[config.mk]
export PLATFORM = sky130hd
export DESIGN_NAME = alu_result_demux
export DESIGN_NICKNAME = d
export VERILOG_FILES = /design/src/rtl/alu_result_demux.sv
export SDC_FILE = /design/constraint.sdc
export NUM_CORES = 1
export LEC_CHECK = 0
export CELL_PAD_IN_SITES_DETAIL_PLACEMENT = 1
export CELL_PAD_IN_SITES_GLOBAL_PLACEMENT = 2
export CORE_MARGIN = 2
export CORE_UTILIZATION = 35
export DETAILED_ROUTE_END_ITERATION = 6
export PLACE_DENSITY = 0.87
export SLEW_MARGIN = 10
export SYNTH_ARGS = -nofsm -noshare
export SYNTH_HDL_FRONTEND = slang
export SYNTH_SLANG_ARGS = --single-unit
[constraint.sdc]
create_clock -name clk -period 5.6 [get_ports clk]
set_input_delay 0.84 -clock clk [delete_from_list [all_inputs] [get_ports clk]]
set_output_delay 0.84 -clock clk [all_outputs]
set_load 0.03 [all_outputs]
[src/rtl/alu_result_demux.sv]
`default_nettype none
// ============================================================================
// Module   : alu_result_demux
// Desc     : Registered 1-to-LANES result demux. Each slot holds its word
//            until acked. Optional broadcast write: ALU_DEMUX_BROADCAST_EN.
// Revision : 1.0
// ============================================================================
module alu_result_demux #(
    parameter int WIDTH = 16,
    parameter int LANES = 16,
    parameter int SEL_W = 4
) (
    input  logic                   clk,
    input  logic                   rst_n,
    input  logic                   in_valid,
    output logic                   in_ready,
    input  logic [WIDTH-1:0]       in_data,
    input  logic [SEL_W-1:0]       in_sel,
`ifdef ALU_DEMUX_BROADCAST_EN
    input  logic                   in_bcast,
`endif
    output logic [LANES*WIDTH-1:0] out_data,
    output logic [LANES-1:0]       out_valid,
    input  logic [LANES-1:0]       out_ack,
    output logic [7:0]             acc_cnt,
    output logic [7:0]             drop_cnt
);

    localparam int         c_SEL_SPAN = 1 << SEL_W;
    localparam logic [7:0] c_CNT_MAX  = 8'hFF;

    logic [c_SEL_SPAN-1:0] w_free;
    logic [LANES-1:0]      w_wr;
    logic                  w_bcast;
    logic                  w_sel_ok;
    logic                  w_accept;
    logic                  w_route;
    logic                  w_drop;
    logic [7:0]            r_acc;
    logic [7:0]            r_drop;

`ifdef ALU_DEMUX_BROADCAST_EN
    assign w_bcast = in_bcast;
`else
    assign w_bcast = 1'b0;
`endif

    // Selects past the last lane read as "free" so a discard is never stalled.
    generate
        for (genvar gi = 0; gi < c_SEL_SPAN; gi++) begin : g_free
            if (gi < LANES) begin : g_lane
                assign w_free[gi] = ~out_valid[gi] | out_ack[gi];
            end else begin : g_oor
                assign w_free[gi] = 1'b1;
            end
        end
    endgenerate

    assign w_sel_ok = (32'(in_sel) < LANES);
    assign in_ready = w_bcast ? (&w_free) : w_free[in_sel];
    assign w_accept = in_valid & in_ready;
    assign w_route  = w_accept & (w_bcast | w_sel_ok);
    assign w_drop   = w_accept & ~w_bcast & ~w_sel_ok;

    generate
        for (genvar gk = 0; gk < LANES; gk++) begin : g_slot
            logic [WIDTH-1:0] r_word;
            logic             r_full;

            assign w_wr[gk] = w_accept & (w_bcast | (w_sel_ok & (in_sel == SEL_W'(gk))));

            // A write wins over an ack in the same cycle, so the slot stays full.
            always_ff @(posedge clk or negedge rst_n) begin
                if (!rst_n) begin
                    r_word <= '0;
                    r_full <= 1'b0;
                end else if (w_wr[gk]) begin
                    r_word <= in_data;
                    r_full <= 1'b1;
                end else if (out_ack[gk]) begin
                    r_full <= 1'b0;
                end
            end

            assign out_data[gk*WIDTH +: WIDTH] = r_word;
            assign out_valid[gk]               = r_full;
        end
    endgenerate

    always_ff @(posedge clk or negedge rst_n) begin
        if (!rst_n) begin
            r_acc  <= 8'd0;
            r_drop <= 8'd0;
        end else begin
            if (w_route) begin
                r_acc <= r_acc + 8'd1;
            end
            if (w_drop && (r_drop != c_CNT_MAX)) begin
                r_drop <= r_drop + 8'd1;
            end
        end
    end

    assign acc_cnt  = r_acc;
    assign drop_cnt = r_drop;

endmodule
`default_nettype wire

==> metrics.txt <==
pwr/cell area 482 nW/um^2; Startpoint Class primary input; initial antenna violation count 3; R2R cell count 5; Max Cap Viol 0; Worst EP required 4.76 ns; initial DRC count 300; Main synth FF type dfrtp_1; clock insertion delay at the later pin of the skew report 0.55 ns; share of flip-flops with an asynchronous set or reset 100%; Hold Crit Class primary input to asynchronous set/reset pin; CP Class primary input to output pin; Stages on worst setup path 6; Final Util 49.6%; IO Port Bufs 319; data arrival time of the critical path 3.58 ns; ANT nets after route 0; Synth Register Bits 280; Remaining Overflow, GRT 0; Post-CTS Hold Buffers 0; Max Freq 226 MHz; Lkg Pwr 6.67 nW; RSZ-0062 raised after global routing no; register area share after synthesis 62.6%; Syn-to-layout area delta 39.6%; Routability Congestion 0.770; post-CTS sizing 0; Slew @ Worst Pin 1.14 ns; final non-filler cell total 1440; die area 33400 sq um; GRT Total Usage 20.5%; fin nets 1055; num ports 328; layout cell share with drive strength beyond 1 32.9%; Worst Skew 0.0130 ns; DR vias/cell 4.93; Final period util 79.0%; Clock Path Buffers 3; critical path peak fanout 19; # setup viols final 0; Post-Syn Instances 711; Via Count 7099; WP buf/inv 2; Syn Area/Cell 15.8 sq um; status finished, final reports clean; hpwl dp 23600 microns; total CTS buffers 31; Min Clock Period, post-route 4.42 ns; Design Area, Final 15600 sq um; Fin. Hold Viols 0; Root Buffer clkbuf_16; Worst setup EP type output pin; Worst-path clk slew 0.06 ns; Routed WL 34400 microns; Starting Density 35.5%; pin count of the biggest net entering global routing 136; crit-path cells clkdlybuf4s50_1 > or4bb_1 > o2111ai_1 > a2bb2oi_2 > nand2_1 > clkdlybuf4s50_1; EDFF count, synth 0; clk sinks 280; peak supply drop 0.299 mV; DR WL/cell 23.9 microns; total placed cells including tap cells 1384; vias in the first global route 7882; CTS tree done; Post-CTS Setup Bufs 0; Top delay family on crit path buffers and inverters; fill count 3103; YS warnings 0; first-pass GRT wire length 51700 microns; setup TNS 0 ns; cell area after synthesis 11200 sq um; synth unique cells 55; Die Y 183 microns; Core Area 31600 sq um; Placement Cell Area 14600 sq um; residual DRC count 0; slowest CP cell clkdlybuf4s50_1; CP max stage delay 1.00 ns; H-tree depth 1; # rows 65; relative slew slack 23.5%; Slew Limit Fails 0; Most Frequent Cell on Critical Path clkdlybuf4s50_1; DIE WIDTH 183 microns; 1st-pass router iterations 4
state kept, by name (all words and copies together) (netlist names):
signal	flops
g_slot.r_word	256
g_slot.r_full	16
acc_cnt	8
final timing paths:
kind                                startpoint              endpoint  slack [ns]
hold reg to reg            g_slot[1].r_word[7]   g_slot[1].r_word[7]        0.49
min in group clk           g_slot[1].r_word[7]   g_slot[1].r_word[7]        0.49
max in group asynchronous                rst_n  g_slot[13].r_word[0]        4.09
hold / removal                           rst_n   g_slot[2].r_word[0]        0.29
setup / recovery                     in_sel[1]              in_ready        1.18
setup reg to reg              g_slot[2].r_full  g_slot[1].r_word[11]        3.12
cell families (layout without fill, tap and decap cells):
group	after synthesis	in the layout	synth area share, %
and+or+nand+nor	71	71	5.13
adders and majority gates	1	1	0.112
DFF	280	280	62.6
buffers and inverters	71	390	3.99
AOI/OAI and AO/OA	23	23	1.50
muxes	257	257	26.1
other	1	9	0.0335
xor gates and xnor gates	7	7	0.547
layout make-up:
| class | count | area (sq um) | share of cell area (%) |
|---|---|---|---|
| inverter | 9 | 33.8 | 0.216 |
| antenna | 1 | 2.50 | 0.0160 |
| sequential | 280 | 7010 | 44.8 |
| multi-input combinational | 367 | 3790 | 24.2 |
| clock inverter | 6 | 88.8 | 0.568 |
| timing repair buffer | 326 | 3260 | 20.9 |
| tap | 402 | 503 | 3.22 |
| clock buffer | 49 | 953 | 6.10 |
through the flow:
stage | hold WS, ns | power [mW] | worst slack, ns
after floorplan | 0.465 | 4.22 | 2.71
after global placement | 0.468 | 5.44 | 1.21
after detailed placement | 0.477 | 5.50 | 1.19
after CTS | 0.338 | 7.62 | 1.17
after global routing | 0.360 | 7.85 | 1.01
final | 0.290 | 7.53 | 1.18
synth_stat cells (all sizes together) (3+ instances only):
cell / instances / share of area [%]
nor3: 5 / 0.67
a21oi: 3 / 0.13
nand2: 16 / 0.65
o22ai: 3 / 0.17
nand3: 6 / 0.27
or2: 4 / 0.22
o21ai: 5 / 0.22
inv: 9 / 0.30
nor3b: 4 / 0.46
and4bb: 3 / 0.34
clkbuf: 16 / 0.54
xor2: 5 / 0.39
dfrtp: 280 / 63
nor2: 6 / 0.34
buf: 46 / 3.2
a211oi: 4 / 0.27
nor2b: 3 / 0.17
nand2b: 10 / 0.56
mux2: 257 / 26
power breakdown:
group          leakage (nW)  internal [mW]  switching, mW  total (mW)
logic                  2.71           1.17           1.53        2.70
clock network         0.506           1.25          0.822        2.07
registers              3.46           2.50          0.266        2.76
total                  6.67           4.91           2.62        7.53
metal layers:
metal | routed length (microns) | track usage [%]
met4 | 963 | 6.18
met3 | 2500 | 5.90
met1 | 13800 | 25.1
met5 | 13 | 0
met2 | 17100 | 35.1
placed cells by master (no fill, tap or decap), types with 3 or more instances in the layout:
master,synthesis,routed
a211oi_1,4,4
a21oi_1,3,3
buf_4,35,6
clkbuf_1,16,7
clkbuf_16,0,31
clkbuf_8,0,11
clkdlybuf4s50_1,0,318
conb_1,1,8
dfrtp_1,280,280
inv_1,9,9
mux2_2,246,246
mux2_4,9,9
nand2_1,11,11
nand2_2,5,5
nand2b_1,10,10
nand3_1,6,6
nor2_2,3,3
nor2b_1,3,3
nor3_4,4,4
nor3b_4,1,3
o21ai_0,5,5
o22ai_1,3,3
or2_2,3,3
xor2_1,5,5
Note: power is estimated with default switching activity, not from simulation.
==> RTL edit: new RTL, config.mk and constraints unchanged <==
Register the output `acc_cnt` once more, with the module's reset; this adds one clock of latency there. The other outputs are not delayed to match.
--- a/src/rtl/alu_result_demux.sv
+++ b/src/rtl/alu_result_demux.sv
@@ -102,5 +102,11 @@
     end
 
-    assign acc_cnt  = r_acc;
+    always_ff @(posedge clk or negedge rst_n) begin
+        if (!rst_n) begin
+            acc_cnt <= '0;
+        end else begin
+            acc_cnt <= r_acc;
+        end
+    end
     assign drop_cnt = r_drop;
 
Formal check against the unedited RTL: not equivalent (a bounded check fails within 4 cycles, from zero or initial values and one cycle with rst_n low).
==> RTL edit against the unedited design <==
Power is 2.2% higher; cell count is 4.0% higher; core utilization is 0.14 points lower; non-clock buffer count stayed put; worst hold slack better by 0.042 ns; routed wire length is 1.6% lower; design area is 2.0% higher; synthesized area is 1.8% higher; critical path depth stayed put; global-route usage is 0.66 points lower; worst setup slack better by 0.014 ns; register-to-register slack hardly changed; sequential cell count is 8 higher; clock skew is 0.0095 ns higher; largest cell class unchanged.
==> RTL edit: results (changes against the unedited design) <==
[place]
dpl.hpwl_mm=23.2  ; -1.9%
pre_cts_ws_ns=1.17  ; -0.0111 ns
dpl-instance-area_um2=14800  ; +1.7%
gp_congestion=0.738  ; -4.2%

[detailed_routing]
drt_iter0_markers=228  ; -24%
wl_met3_mm=3.27  ; +31%
highest_layer=met4
routed-wl-met2_mm=16.4  ; -4.4%
via_count=7054  ; -0.63%
routedLengthMet1_mm=13.6  ; -1.5%
wl_per_cell_um=22.6  ; -5.4%
dr.pass1.iters=4  ; unchanged

[finish]
multi_input_area_share_pct=23.7  ; -0.50 points
n_clock_buffer=50  ; +2.0%
final_nets=1066  ; +1.0%
buffers=326  ; unchanged
buf_share_pct=20.5  ; -0.42 points
top_regs=g_slot.r_word x256, g_slot.r_full x16
diodes=6  ; +5
seqCellArea_um2=7210  ; +2.9%
drive_gt1_share_pct=32.8  ; -0.090 points
fill_cells=3213  ; +3.5%
seq_cell_count=288  ; +2.9%
clock_area_share_pct=6.89  ; +0.23 points

[grt]
grt_use_total_pct=19.8  ; -0.66 points
grt_pass1_wl_mm=50.4  ; -2.6%
grt_use_met3_pct=8.24  ; +2.3 points
grt_pass1_vias=7836  ; -0.58%
antenna_found_initial=7  ; +4
use_met1_pct=23.9  ; -1.2 points
met2_usage_pct=32.9  ; -2.3 points
grt_max_degree=145  ; +6.6%

[worst_setup_path]
crit_fanout=19  ; unchanged
r2r_slack_ns=3.11  ; about the same
r2r-end=g_slot[3].r_word[15]
critPathArrivalTime_ns=3.57  ; about the same
slowest_delay_ns=1.00  ; about the same

[pwr]
leakagePower_uw=0.00680  ; +1.9%
irDropWorstVdd_uv=248  ; -17%

[synthesis]
synthArstFlopShare_pct=100  ; unchanged
synth_common_cells=288 x dfrtp_1, 246 x mux2_2, 35 x buf_4
yosysSeqAreaShare_pct=63.2  ; +0.62 points
synth-compound-area-share_pct=1.47  ; -0.027 points
synth.area.top_cells=dfrtp_1 63%, mux2_2 24%, buf_4 2.3%
muxShareOfSynthArea_pct=25.7  ; -0.47 points
synth_xor_area_share_pct=0.537  ; -0.0099 points
ys_types=56  ; +1.8%
synth_fa_ha_area_share_pct=0.110  ; -0.0020 points

[clock_network]
clkTransAtPathRegs_ns=0.06  ; about the same
htree_levels=2  ; +1
post_cts_buffers=0  ; unchanged
cts_buffers=34  ; +9.7%
clkLatencyLatePin_ns=0.51  ; -0.04 ns

[sta]
relSlewSlack_pct=19.8  ; -3.7 points
skew_ns=0.0225  ; +0.00950 ns
period_needed_ns=4.41  ; -0.0137 ns
hold_ws_ns=0.332  ; +0.0416 ns

[hold_path]
hp-class=in2async

[run_status]
status=completed

[die]
tap_cells=442  ; +10%

RTL edit: cell types whose count changed in the layout (fill, tap and decap cells not counted), sizes merged:
cell	change
bufinv	-1
dfrtp	+8
inv	+2
clkbuf	+1
clkinv	+3
clkinvlp	-1
diode	+5
RTL edit: where the power goes:
part / total (uW) / internal, uW / switching, uW
Combinational: 2670 / 1170 / 1500
Clock: 2170 / 1300 / 866
Sequential: 2850 / 2580 / 276
RTL edit: per-stage QoR:
stage | total power (uW) | utilization [%] | instances
6_report | 7700 | 49.4 | 1497
5_1_grt | 8040 | 49.4 | 1494
3_5_place_dp | 5570 | 46.0 | 1432
3_3_place_gp | 5510 | 46.0 | 1432
2_1_floorplan | 4310 | - | 726
4_1_cts | 7790 | 49.4 | 1491
RTL edit: worst register-to-register path, delay by kind of cell (launching register included):
kind | cells | cell delay, ns
flops | 1 | 0.40
simple gates | 4 | 1.53
mux | 1 | 0.44
